`config.mk`:
```
export PLATFORM = sky130hd
export DESIGN_NAME = ir_code_player
export DESIGN_NICKNAME = d
export VERILOG_FILES = /design/src/rtl/ir_code_player.sv
export SDC_FILE = /design/constraint.sdc
export NUM_CORES = 1
export LEC_CHECK = 0
export CORE_AREA = 2 2 110 112
export DETAILED_ROUTE_END_ITERATION = 12
export DIE_AREA = 0 0 112 114
export PLACE_DENSITY = 0.7
export SETUP_SLACK_MARGIN = 0.05
export SLEW_MARGIN = 20
export SYNTH_ARGS = -nofsm -noshare
export SYNTH_HDL_FRONTEND = slang
export SYNTH_SLANG_ARGS = --single-unit
```
`constraint.sdc`:
```
create_clock -name clock_in -period 6.65 [get_ports clock_in]
set_clock_uncertainty 0.15 [all_clocks]
set_input_delay 0.9975 -clock clock_in [delete_from_list [all_inputs] [get_ports clock_in]]
set_output_delay 0.9975 -clock clock_in [all_outputs]
set_load 0.005 [all_outputs]
```
`src/rtl/ir_code_player.sv`:
```
// IR code sequencer: loads carrier compare from a ROM record, then gates the carrier through its on/off pair list (IR_PLAYER_REPEAT_EN enables list repeats).
// Latency: 2 cycles per ROM word fetch; each phase lasts D*TICK_DIV cycles, fetch cycles excluded.
// Backpressure: none; start ignored while busy, abort returns to idle on the next cycle.
module ir_code_player #(
    parameter int ADDR_WIDTH    = 10,
    parameter int DATA_WIDTH    = 16,
    parameter int CARRIER_WIDTH = 8,
    parameter int TICK_DIV      = 120
) (
    input  logic                     clock_in,
    input  logic                     reset_n_in,
    input  logic                     start_in,
    input  logic                     abort_in,
    input  logic [ADDR_WIDTH-1:0]    start_addr_in,
    output logic [ADDR_WIDTH-1:0]    rom_addr_out,
    input  logic [DATA_WIDTH-1:0]    rom_data_in,
    output logic                     carrier_enable_out,
    output logic [CARRIER_WIDTH-1:0] carrier_compare_out,
    output logic                     carrier_update_out,
    output logic                     busy_out,
    output logic                     done_out
);
    localparam int              PW           = $clog2(TICK_DIV);
    localparam logic [PW-1:0]   PRESC_RELOAD = PW'(TICK_DIV - 1);

    typedef enum logic [3:0] {
        S_IDLE, S_FETCH_CARRIER, S_FETCH_COUNT, S_LOAD,
        S_FETCH_ON, S_ON, S_FETCH_OFF, S_OFF, S_DONE
    } state_t;

    state_t                  state, state_nxt;
    logic                    capture;
    logic                    take;
    logic                    advance, rewind;
    logic                    phase_end, list_end, data_zero, nxt_is_fetch;
    logic [ADDR_WIDTH-1:0]   base_addr, fetch_addr, pair_ofs;
    logic [11:0]             pair_cnt, pair_idx, pair_idx_nxt;
    logic [DATA_WIDTH-1:0]  dur_cnt;
    logic [PW-1:0]           presc_cnt;
`ifdef IR_PLAYER_REPEAT_EN
    logic [3:0]              rep_left;
`endif

    // capture marks the second fetch cycle, when rom_data_in holds the word
    assign take         = capture && !abort_in;
    assign data_zero    = (rom_data_in == '0);
    assign phase_end    = (presc_cnt == '0) && (dur_cnt == DATA_WIDTH'(1));
    assign list_end     = ((pair_idx + 12'd1) == pair_cnt);
    assign nxt_is_fetch = state_nxt inside {S_FETCH_CARRIER, S_FETCH_COUNT, S_FETCH_ON, S_FETCH_OFF};

    always_ff @(posedge clock_in or negedge reset_n_in) begin
        if (!reset_n_in) state <= S_IDLE;
        else             state <= state_nxt;
    end

    always_comb begin
        state_nxt    = state;
        pair_idx_nxt = pair_idx;
        advance      = 1'b0;
        rewind       = 1'b0;
        case (state)
            S_IDLE:          if (start_in) begin
                                 state_nxt    = S_FETCH_CARRIER;
                                 pair_idx_nxt = '0;
                             end
            S_FETCH_CARRIER: if (capture) state_nxt = S_FETCH_COUNT;
            S_FETCH_COUNT:   if (capture) state_nxt = (rom_data_in[11:0] == 12'd0) ? S_DONE : S_LOAD;
            S_LOAD:          state_nxt = S_FETCH_ON;
            S_FETCH_ON:      if (capture) state_nxt = data_zero ? S_FETCH_OFF : S_ON;
            S_ON:            if (phase_end) state_nxt = S_FETCH_OFF;
            S_FETCH_OFF:     if (capture) begin
                                 if (data_zero) advance   = 1'b1;
                                 else           state_nxt = S_OFF;
                             end
            S_OFF:           if (phase_end) advance = 1'b1;
            S_DONE:          state_nxt = S_IDLE;
            default:         state_nxt = S_IDLE;
        endcase
        if (advance) begin
            if (!list_end) begin
                pair_idx_nxt = pair_idx + 12'd1;
                state_nxt    = S_FETCH_ON;
            end
`ifdef IR_PLAYER_REPEAT_EN
            else if (rep_left != 4'd0) begin
                rewind       = 1'b1;
                pair_idx_nxt = '0;
                state_nxt    = S_FETCH_ON;
            end
`endif
            else begin
                state_nxt = S_DONE;
            end
        end
        if (abort_in && state != S_IDLE) begin
            state_nxt    = S_IDLE;
            pair_idx_nxt = pair_idx;
            rewind       = 1'b0;
        end
    end

    always_comb begin
        carrier_enable_out = (state == S_ON);
        carrier_update_out = (state == S_LOAD);
        busy_out           = (state != S_IDLE);
        done_out           = (state == S_DONE);
    end

    always_comb begin
        pair_ofs   = ADDR_WIDTH'({pair_idx_nxt, 1'b0});
        fetch_addr = rom_addr_out;
        case (state_nxt)
            S_FETCH_CARRIER: fetch_addr = start_addr_in;
            S_FETCH_COUNT:   fetch_addr = base_addr + ADDR_WIDTH'(1);
            S_FETCH_ON:      fetch_addr = base_addr + ADDR_WIDTH'(2) + pair_ofs;
            S_FETCH_OFF:     fetch_addr = base_addr + ADDR_WIDTH'(3) + pair_ofs;
            default:         fetch_addr = rom_addr_out;
        endcase
    end

    always_ff @(posedge clock_in or negedge reset_n_in) begin
        if (!reset_n_in) begin
            capture             <= 1'b0;
            rom_addr_out        <= '0;
            base_addr           <= '0;
            pair_idx            <= '0;
            pair_cnt            <= '0;
            carrier_compare_out <= '0;
            dur_cnt             <= '0;
            presc_cnt           <= '0;
`ifdef IR_PLAYER_REPEAT_EN
            rep_left            <= '0;
`endif
        end else begin
            capture  <= (state_nxt == state) &&
                        (state inside {S_FETCH_CARRIER, S_FETCH_COUNT, S_FETCH_ON, S_FETCH_OFF});
            pair_idx <= pair_idx_nxt;
            if (nxt_is_fetch && state_nxt != state) rom_addr_out <= fetch_addr;
            if (state == S_IDLE && start_in) base_addr <= start_addr_in;
            if (state == S_FETCH_CARRIER && take) carrier_compare_out <= rom_data_in[CARRIER_WIDTH-1:0];
            if (state == S_FETCH_COUNT && take) begin
                pair_cnt <= rom_data_in[11:0];
`ifdef IR_PLAYER_REPEAT_EN
                rep_left <= rom_data_in[15:12];
`endif
            end
`ifdef IR_PLAYER_REPEAT_EN
            if (rewind) rep_left <= rep_left - 4'd1;
`endif
            // prescaler reloads at every phase start; duration counts whole ticks down to 1
            if ((state == S_FETCH_ON || state == S_FETCH_OFF) && take) begin
                dur_cnt   <= rom_data_in;
                presc_cnt <= PRESC_RELOAD;
            end else if (state == S_ON || state == S_OFF) begin
                if (presc_cnt == '0) begin
                    presc_cnt <= PRESC_RELOAD;
                    dur_cnt   <= dur_cnt - DATA_WIDTH'(1);
                end else begin
                    presc_cnt <= presc_cnt - PW'(1);
                end
            end
        end
    end
endmodule

```
==> metrics.txt, run 1 <==
Max IR drop VDD=0.000227 V; launching point of the worst reg2reg path=pair_idx[0]$_DFF_PN0_; drt wl/cell=18.7 µm; # setup viols final=0; Total Power=2.85 mW; vias=5,083; Critical Path Fanout Max=10; Vias/cell=6.24; synth unique cells=81; routing usage on met2=40.4%; Synth async-reset ratio=100%; CTS tree=done; crit path from=rom_data_in[4]; vias in the first global route=4,871; Least-Margin Pin Slew=0.815 ns; initial antenna violation count=0; row count=40; H-tree levels=3; area delta synth->final=16.3%; first-pass GRT wire length=24.8 mm; Post-synth EDFFs=0; ys flop type=dfrtp_1; count leader, synth=dfrtp_1; status=finished, final reports clean; CP arrival=6.01 ns; Critical Path Start Type=input pin; worst reg-to-reg setup slack=0.80 ns; clock transition at the registers of the reported paths=0.07 ns; Crit Path Class=input pin to flip-flop; CTS Buffer Depth=2; Port Buffers=51; clk_lat worst skew=0.35 ns; Yosys top cell by area=dfrtp_1; die area=12,800 µm²; WL final=15.2 mm; detailed placement HPWL=11.3 mm; Tightest Hold Check Type=flip-flop to flip-flop; Slew Limit Fails=0; gr usage total=24.3%; hold endpoint=carrier_compare_out[0]$_DFFE_PN0P_; #FFs+latches synth=80; Reg2Reg Capture Point=rom_addr_out[9]$_DFFE_PN0P_; ant diodes=0; Static Leakage=2.74 nW; Slew HR=44.9%; worst slack, placed=0.418 ns; M1 GR Usage=31.6%; Final period util=89.3%; cell area after synthesis=5650 µm²; setup TNS=0 ns; Syn Inst Count=620; post-route setup slack=0.711 ns; remaining routing DRC violations=0; final hold violations=0; WHS=0.358 ns; Clock Sinks=80; met3 GRT Util=5.37%; Final Net Count=715; die height=114 µm; global route overflow=0; Routability Congestion=0.940; fin crit period=5.94 ns; fraction of layout cells with a size suffix above 1=11.1%; hold path start=carrier_compare_out[0]$_DFFE_PN0P_; fraction of the yosys area taken by sequential cells=35.4%; core area=11,700 µm²; RSZ-0062 raised after global routing=no; initial core utilization=48.2%; Syn. warnings=0; ranking of synthesized cells by instance count=80 x dfrtp_1, 48 x o21ai_0, 40 x nor2_1; Die W=112 µm; number of CTS-inserted buffers=9; fmax=168 MHz; total setup buffers inserted after CTS=0; largest net degree at the start of global routing=56; CP Capture Type=flip-flop; main area contributors after synthesis=dfrtp_1 35%, mux2_2 6.0%, ha_1 4.7%; area fraction of the dominant cell type after synthesis=35.4%; maxcap violations=0; Critical Path RT=6.72 ns; CTS Root Cell=clkbuf_16; pwr/cell area=434 nW/µm²; Ports=52; drt pass-1 iters=5; Cells on Worst Hold Path=1; PostCTS Resize Cnt=0; post-route ant nets=0; most used routing layer=met2; path depth of the worst reg2reg path=24; drt initial violations=330; Hold Buf Count CTS=0; Post-Syn Area per Cell=9.11 µm²; Mapped Nets=673
[layout make-up]
class	count	area, µm²
fill	1085	5140
multi-input combinational	485	3430
sequential	80	2000
timing repair buffer	58	561
clock buffer	10	239
tap	147	184
inverter	28	105
clock inverter	6	50.0
[report_power, final]
group / leakage [nW] / switching [mW] / total, mW / internal [mW]
clock network: 0.136 / 0.223 / 0.490 / 0.267
registers: 1.01 / 0.201 / 0.868 / 0.668
logic: 1.59 / 0.788 / 1.49 / 0.705
total: 2.74 / 1.21 / 2.85 / 1.64
[metrics by stage]
stage / instance area (µm²) / utilization (%) / cells
after floorplan: 5650 / - / 620
after global placement: 6280 / 53.7 / 798
after detailed placement: 6280 / 53.7 / 798
after CTS: 6570 / 56.1 / 814
after global routing: 6570 / 56.1 / 814
final: 6570 / 56.1 / 814
[registers in the layout (all words and copies together), names as in the netlist]
register,count
rom_addr_out,10
carrier_compare_out,8
state,4
dur_cnt,16
base_addr,10
capture,1
pair_idx,12
presc_cnt,7
pair_cnt,12
[per-layer routing]
layer,vias up,wire length [µm]
met4,0,376
li1,2397,-
met2,185,7390
met1,2473,6550
met3,28,892
met5,-,0
[critical path, stage by stage]
cell             delay (ns)
clkdlybuf4s50_1        0.50
or4_1                  0.59
nor4_1                 0.48
nand3_1                0.12
o21ai_0                0.14
nand3_1                0.31
and2_1                 0.36
o21ai_0                0.21
o41ai_1                0.15
ha_1                   0.30
ha_1                   0.40
a21oi_1                0.32
o21ai_0                0.12
a21oi_1                0.17
o21ai_0                0.13
xnor2_1                0.16
xnor2_1                0.13
a221oi_1               0.28
o22ai_1                0.11
[worst max-delay path by stage]
stage | end | slack [ns] | depth (start not counted)
final | rom_addr_out[9]$_DFFE_PN0P_ | 0.71 | 19
after global routing | rom_addr_out[9]$_DFFE_PN0P_ | 0.29 | 19
after CTS | rom_addr_out[9]$_DFFE_PN0P_ | 0.78 | 19
after detailed placement | rom_addr_out[9]$_DFFE_PN0P_ | 0.42 | 19
after global placement | rom_addr_out[9]$_DFFE_PN0P_ | 0.60 | 19
after floorplan | rom_addr_out[9]$_DFFE_PN0P_ | 1.54 | 20
[cell usage in the layout (no fill, tap or decap), types with 10 or more instances in the layout]
cell | synthesis | routed
dfrtp_1 | 80 | 80
clkdlybuf4s50_1 | 0 | 50
o21ai_0 | 48 | 48
nor2_1 | 40 | 40
a21oi_1 | 39 | 39
nand2_1 | 35 | 35
nand3_1 | 34 | 34
mux2_2 | 30 | 30
inv_1 | 27 | 27
xnor2_1 | 23 | 23
ha_1 | 21 | 21
xor2_1 | 16 | 16
nor3_1 | 17 | 16
and3_1 | 10 | 10
nor4_1 | 10 | 10
[logic make-up (layout without fill, tap and decap cells)]
family | after synthesis | after routing | synth area share [%]
compound gates | 169 | 169 | 20.1
flops | 80 | 80 | 35.4
mux | 42 | 42 | 8.77
xor+xnor | 39 | 39 | 6.05
fa+ha+maj | 23 | 23 | 5.36
simple gates | 212 | 212 | 20.4
buf+inv | 55 | 102 | 3.92
Note: power is estimated with default switching activity, not from simulation.
==> inputs of run 2 (changes only) <==
--- a/config.mk
+++ b/config.mk
@@ -5,7 +5,9 @@
 export SDC_FILE = /design/constraint.sdc
 export NUM_CORES = 1
 export LEC_CHECK = 0
+export CAP_MARGIN = 20
 export CORE_AREA = 2 2 110 112
+export CTS_BUF_LIST = sky130_fd_sc_hd__clkbuf_8
 export DETAILED_ROUTE_END_ITERATION = 12
 export DIE_AREA = 0 0 112 114
 export PLACE_DENSITY = 0.7
==> metrics.txt, run 2 (synthesis results as in run 1) <==
fin crit period=5.90 ns; fraction of layout cells with a size suffix above 1=11.1%; initial core utilization=48.2%; Vias/cell=6.22; Ports=52; final hold violations=0; Tightest Hold Check Type=input pin to asynchronous set/reset pin; core area=11,700 µm²; CTS tree=done; clk_lat worst skew=0.38 ns; CTS Root Cell=clkbuf_8; PostCTS Resize Cnt=0; detailed placement HPWL=11.3 mm; vias in the first global route=4,917; RSZ-0062 raised after global routing=no; Final Net Count=715; Regs by FF count=dur_cnt x16, pair_cnt x12, pair_idx x12; post-route ant nets=0; row count=40; CP arrival=6.00 ns; Max IR drop VDD=0.000221 V; Clock Sinks=80; Cell Count Post-Placement=798; vias=5,066; placed cell area=6280 µm²; initial antenna violation count=0; commonest non-fill, non-tap cell in the layout=dfrtp_1; Routability Congestion=0.940; Slew Limit Fails=0; Critical Path RT=6.75 ns; die area=12,800 µm²; drt initial violations=275; largest net degree at the start of global routing=56; Hold Buf Count CTS=0; worst slack, placed=0.418 ns; drt pass-1 iters=5; design area=6470 µm²; fin cells=814; Final period util=88.7%; crit path from=rom_data_in[4]; largest register by flop count=dur_cnt; max reg flops=16; fmax=170 MHz; die height=114 µm; post-route setup slack=0.753 ns; Static Leakage=2.69 nW; most frequent cells in the layout=80 x dfrtp_1, 50 x clkdlybuf4s50_1, 48 x o21ai_0; Critical Path Start Type=input pin; gr usage total=24.2%; setup TNS=0 ns; Die W=112 µm; total setup buffers inserted after CTS=0; Slew HR=45.4%; area delta synth->final=14.5%; # setup viols final=0; WL final=15.2 mm; global route overflow=0; path depth of the worst reg2reg path=24; launching point of the worst reg2reg path=pair_idx[0]$_DFF_PN0_; Port Buffers=51; CP Capture Type=flip-flop; first-pass GRT wire length=24.8 mm; remaining routing DRC violations=0; Least-Margin Pin Slew=0.808 ns; Reg2Reg Capture Point=rom_addr_out[9]$_DFFE_PN0P_; ant diodes=0; pwr/cell area=420 nW/µm²; Fill cells=1,102; number of CTS-inserted buffers=9; drt wl/cell=18.6 µm; clock transition at the registers of the reported paths=0.10 ns; worst reg-to-reg setup slack=0.78 ns; status=finished, final reports clean; maxcap violations=0; CTS Buffer Depth=2; H-tree levels=3; Crit Path Class=input pin to flip-flop; Critical Path Fanout Max=10
==> run 2: through the flow <==
step	power, mW	utilization [%]	hold slack (ns)
5_1_grt	2.92	55.3	0.373
4_1_cts	2.72	55.3	0.354
3_3_place_gp	2.32	53.7	0.339
6_report	2.71	55.3	0.356
2_1_floorplan	1.91	-	0.315
3_5_place_dp	2.36	53.7	0.347
==> run 2: report_power, final <==
part | internal, mW | switching, mW | total, mW
clock | 0.150 | 0.206 | 0.356
sequential | 0.666 | 0.200 | 0.867
combinational | 0.705 | 0.787 | 1.49
==> run 2: per-layer routing <==
layer / wire length (µm) / up-vias / GRT usage [%] / part of all wire (%)
li1: - / 2396 / - / -
met1: 6320 / 2446 / 31.2 / 42
met2: 7460 / 196 / 40.6 / 49
met3: 993 / 28 / 5.47 / 6.6
met4: 382 / 0 / 8.05 / 2.5
met5: 0 / - / 0 / 0
==> run 2: cell type report <==
type / instances / area (µm²) / share of cell area, %
repair buffers: 58 / 561 / 8.66
multi-input cells: 485 / 3430 / 53.0
clock buffers: 10 / 138 / 2.13
flip-flops and latches: 80 / 2000 / 30.9
well taps: 147 / 184 / 2.84
inverters: 28 / 105 / 1.62
clock inverters: 6 / 50.0 / 0.773
==> run 2: worst max-delay path by stage <==
| stage | to | depth (start not counted) |
|---|---|---|
| floorplan | rom_addr_out[9]$_DFFE_PN0P_ | 20 |
| global placement | rom_addr_out[9]$_DFFE_PN0P_ | 19 |
| detailed placement | rom_addr_out[9]$_DFFE_PN0P_ | 19 |
| CTS | rom_addr_out[9]$_DFFE_PN0P_ | 19 |
| global route | rom_addr_out[9]$_DFFE_PN0P_ | 19 |
| finish | rom_addr_out[9]$_DFFE_PN0P_ | 19 |
==> run 2: critical path, cell delays in order <==
cell and delay, ns:
clkdlybuf4s50_1 0.50, or4_1 0.59, nor4_1 0.48, nand3_1 0.12
o21ai_0 0.15, nand3_1 0.32, and2_1 0.36, o21ai_0 0.21
o41ai_1 0.15, ha_1 0.30, ha_1 0.40, a21oi_1 0.31
o21ai_0 0.12, a21oi_1 0.17, o21ai_0 0.13, xnor2_1 0.16
xnor2_1 0.13, a221oi_1 0.28, o22ai_1 0.11
==> inputs of run 3 (changes only) <==
--- a/config.mk
+++ b/config.mk
@@ -6,11 +6,11 @@
 export NUM_CORES = 1
 export LEC_CHECK = 0
 export CAP_MARGIN = 20
-export CORE_AREA = 2 2 110 112
+export CORE_AREA = 2 2 101 103
 export CTS_BUF_LIST = sky130_fd_sc_hd__clkbuf_8
 export DETAILED_ROUTE_END_ITERATION = 12
-export DIE_AREA = 0 0 112 114
-export PLACE_DENSITY = 0.7
+export DIE_AREA = 0 0 103 105
+export PLACE_DENSITY = 0.81
 export SETUP_SLACK_MARGIN = 0.05
 export SLEW_MARGIN = 20
 export SYNTH_ARGS = -nofsm -noshare
==> metrics.txt, run 3 (synthesis results as in run 1) <==
status=finished, final reports clean; fraction of layout cells with a size suffix above 1=10.7%; number of CTS-inserted buffers=9; Comb pwr share=54.1%; worst slack, placed=0.649 ns; RSZ-0062 raised after global routing=no; Multi-input gate area=3430 µm²; fin crit period=5.71 ns; die area=10,800 µm²; H-tree levels=3; remaining routing DRC violations=0; clock transition at the registers of the reported paths=0.09 ns; global route overflow=0; CP arrival=5.85 ns; total setup buffers inserted after CTS=0; WL final=15.1 mm; Hold Buf Count CTS=0; sw frac=43.9%; initial antenna violation count=0; detailed placement HPWL=11.2 mm; Pint=1.55 mW; Crit Path Class=input pin to flip-flop; CTS Buffer Depth=2; Critical Path Start Type=input pin; Regs by FF count=dur_cnt x16, pair_cnt x12, pair_idx x12; Final Net Count=712; CTS tree=done; die height=105 µm; commonest non-fill, non-tap cell in the layout=dfrtp_1; Seq pwr share=31.7%; drt wl/cell=18.9 µm; vias=5,161; drt pass-1 iters=5; maxcap violations=0; Switch Pwr=1.21 mW; M1 GR Usage=37.9%; Static Leakage=2.69 nW; WHS=0.364 ns; area delta synth->final=14.3%; core area=9640 µm²; met3 GRT Util=4.82%; Slew Limit Fails=0; fin cells=797; setup TNS=0 ns; initial core utilization=58.6%; most used routing layer=met2; post-route ant nets=0; post-route setup slack=0.942 ns; Ports=52; Final period util=85.8%; Critical Path RT=6.79 ns; largest net degree at the start of global routing=81; max reg flops=16; row count=36; drt initial violations=351; clock share of power=14.2%; Max IR drop VDD=0.000209 V; PostCTS Resize Cnt=0; largest register by flop count=dur_cnt; Seq. cell area=2000 µm²; clk_lat worst skew=0.38 ns; Vias/cell=6.48; gr usage total=29.2%; CP Capture Type=flip-flop; CTS Root Cell=clkbuf_8; Die W=103 µm; Least-Margin Pin Slew=0.786 ns; worst reg-to-reg setup slack=0.97 ns; Cell Count Post-Placement=781; Clock Sinks=80; ant diodes=0; Routability Congestion=0.947; Fill cells=823; vias in the first global route=5,025; pwr/cell area=428 nW/µm²; post-layout util=67.0%; most frequent cells in the layout=80 x dfrtp_1, 50 x clkdlybuf4s50_1, 48 x o21ai_0; Port Buffers=51; Critical Path Fanout Max=9; fmax=175 MHz; Tightest Hold Check Type=flip-flop to flip-flop; # setup viols final=0; first-pass GRT wire length=24.9 mm; final hold violations=0; Slew HR=47.4%; routing usage on met2=47.7%
## run 3: layout make-up
| cell class | instances | share of cell area (%) |
|---|---|---|
| timing repair buffer | 55 | 8.39 |
| clock buffer | 9 | 1.92 |
| inverter | 28 | 1.63 |
| clock inverter | 7 | 1.32 |
| tap | 133 | 2.58 |
| multi-input combinational | 485 | 53.2 |
| sequential | 80 | 31.0 |
## run 3: final timing paths
path | start | endpoint | cells past startpoint
worst max-delay path | rom_data_in[8] | rom_addr_out[8]$_DFFE_PN0P_ | 20
worst min-delay path | carrier_compare_out[0]$_DFFE_PN0P_ | carrier_compare_out[0]$_DFFE_PN0P_ | 1
worst max register to register | pair_idx[0]$_DFF_PN0_ | rom_addr_out[8]$_DFFE_PN0P_ | 21
worst min register to register | carrier_compare_out[0]$_DFFE_PN0P_ | carrier_compare_out[0]$_DFFE_PN0P_ | 1
max in group asynchronous | reset_n_in | dur_cnt[1]$_DFFE_PN0P_ | 1
min in group asynchronous | reset_n_in | base_addr[3]$_DFFE_PN0P_ | 1
## run 3: power by group through the flow
stage	Sequential (mW)	Combinational, mW	Clock, mW
CTS	0.871	1.48	0.397
detailed placement	0.883	1.47	0
global placement	0.871	1.43	0
global route	0.905	1.64	0.419
finish	0.876	1.49	0.393
floorplan	0.806	1.10	0
## run 3: metal layers
layer  wire, µm  vias to the layer above
met5          0                        -
met4        416                        0
met3        990                       41
met2       7540                      224
met1       6130                     2485
li1           -                     2411
## run 3: through the flow
step / total power [mW] / area, µm²
6_report: 2.76 / 6460
3_3_place_gp: 2.30 / 6240
2_1_floorplan: 1.91 / 5650
5_1_grt: 2.97 / 6460
4_1_cts: 2.75 / 6450
3_5_place_dp: 2.36 / 6240
## run 3: worst max-delay path, cell delays in order
cell and delay, ns:
clkdlybuf4s50_1 0.50, or4_1 0.57, nor4_1 0.49, nand3_1 0.11, o21ai_0 0.15, nand3_1 0.18
and2_1 0.28, o21ai_0 0.19, o31ai_1 0.11, ha_1 0.31, ha_1 0.38, nand3_1 0.13
a21boi_0 0.19, o21ai_0 0.14, a21boi_0 0.19, o21ai_0 0.14, or2_1 0.24, o221a_1 0.11
o311a_1 0.28, a2bb2oi_1 0.15
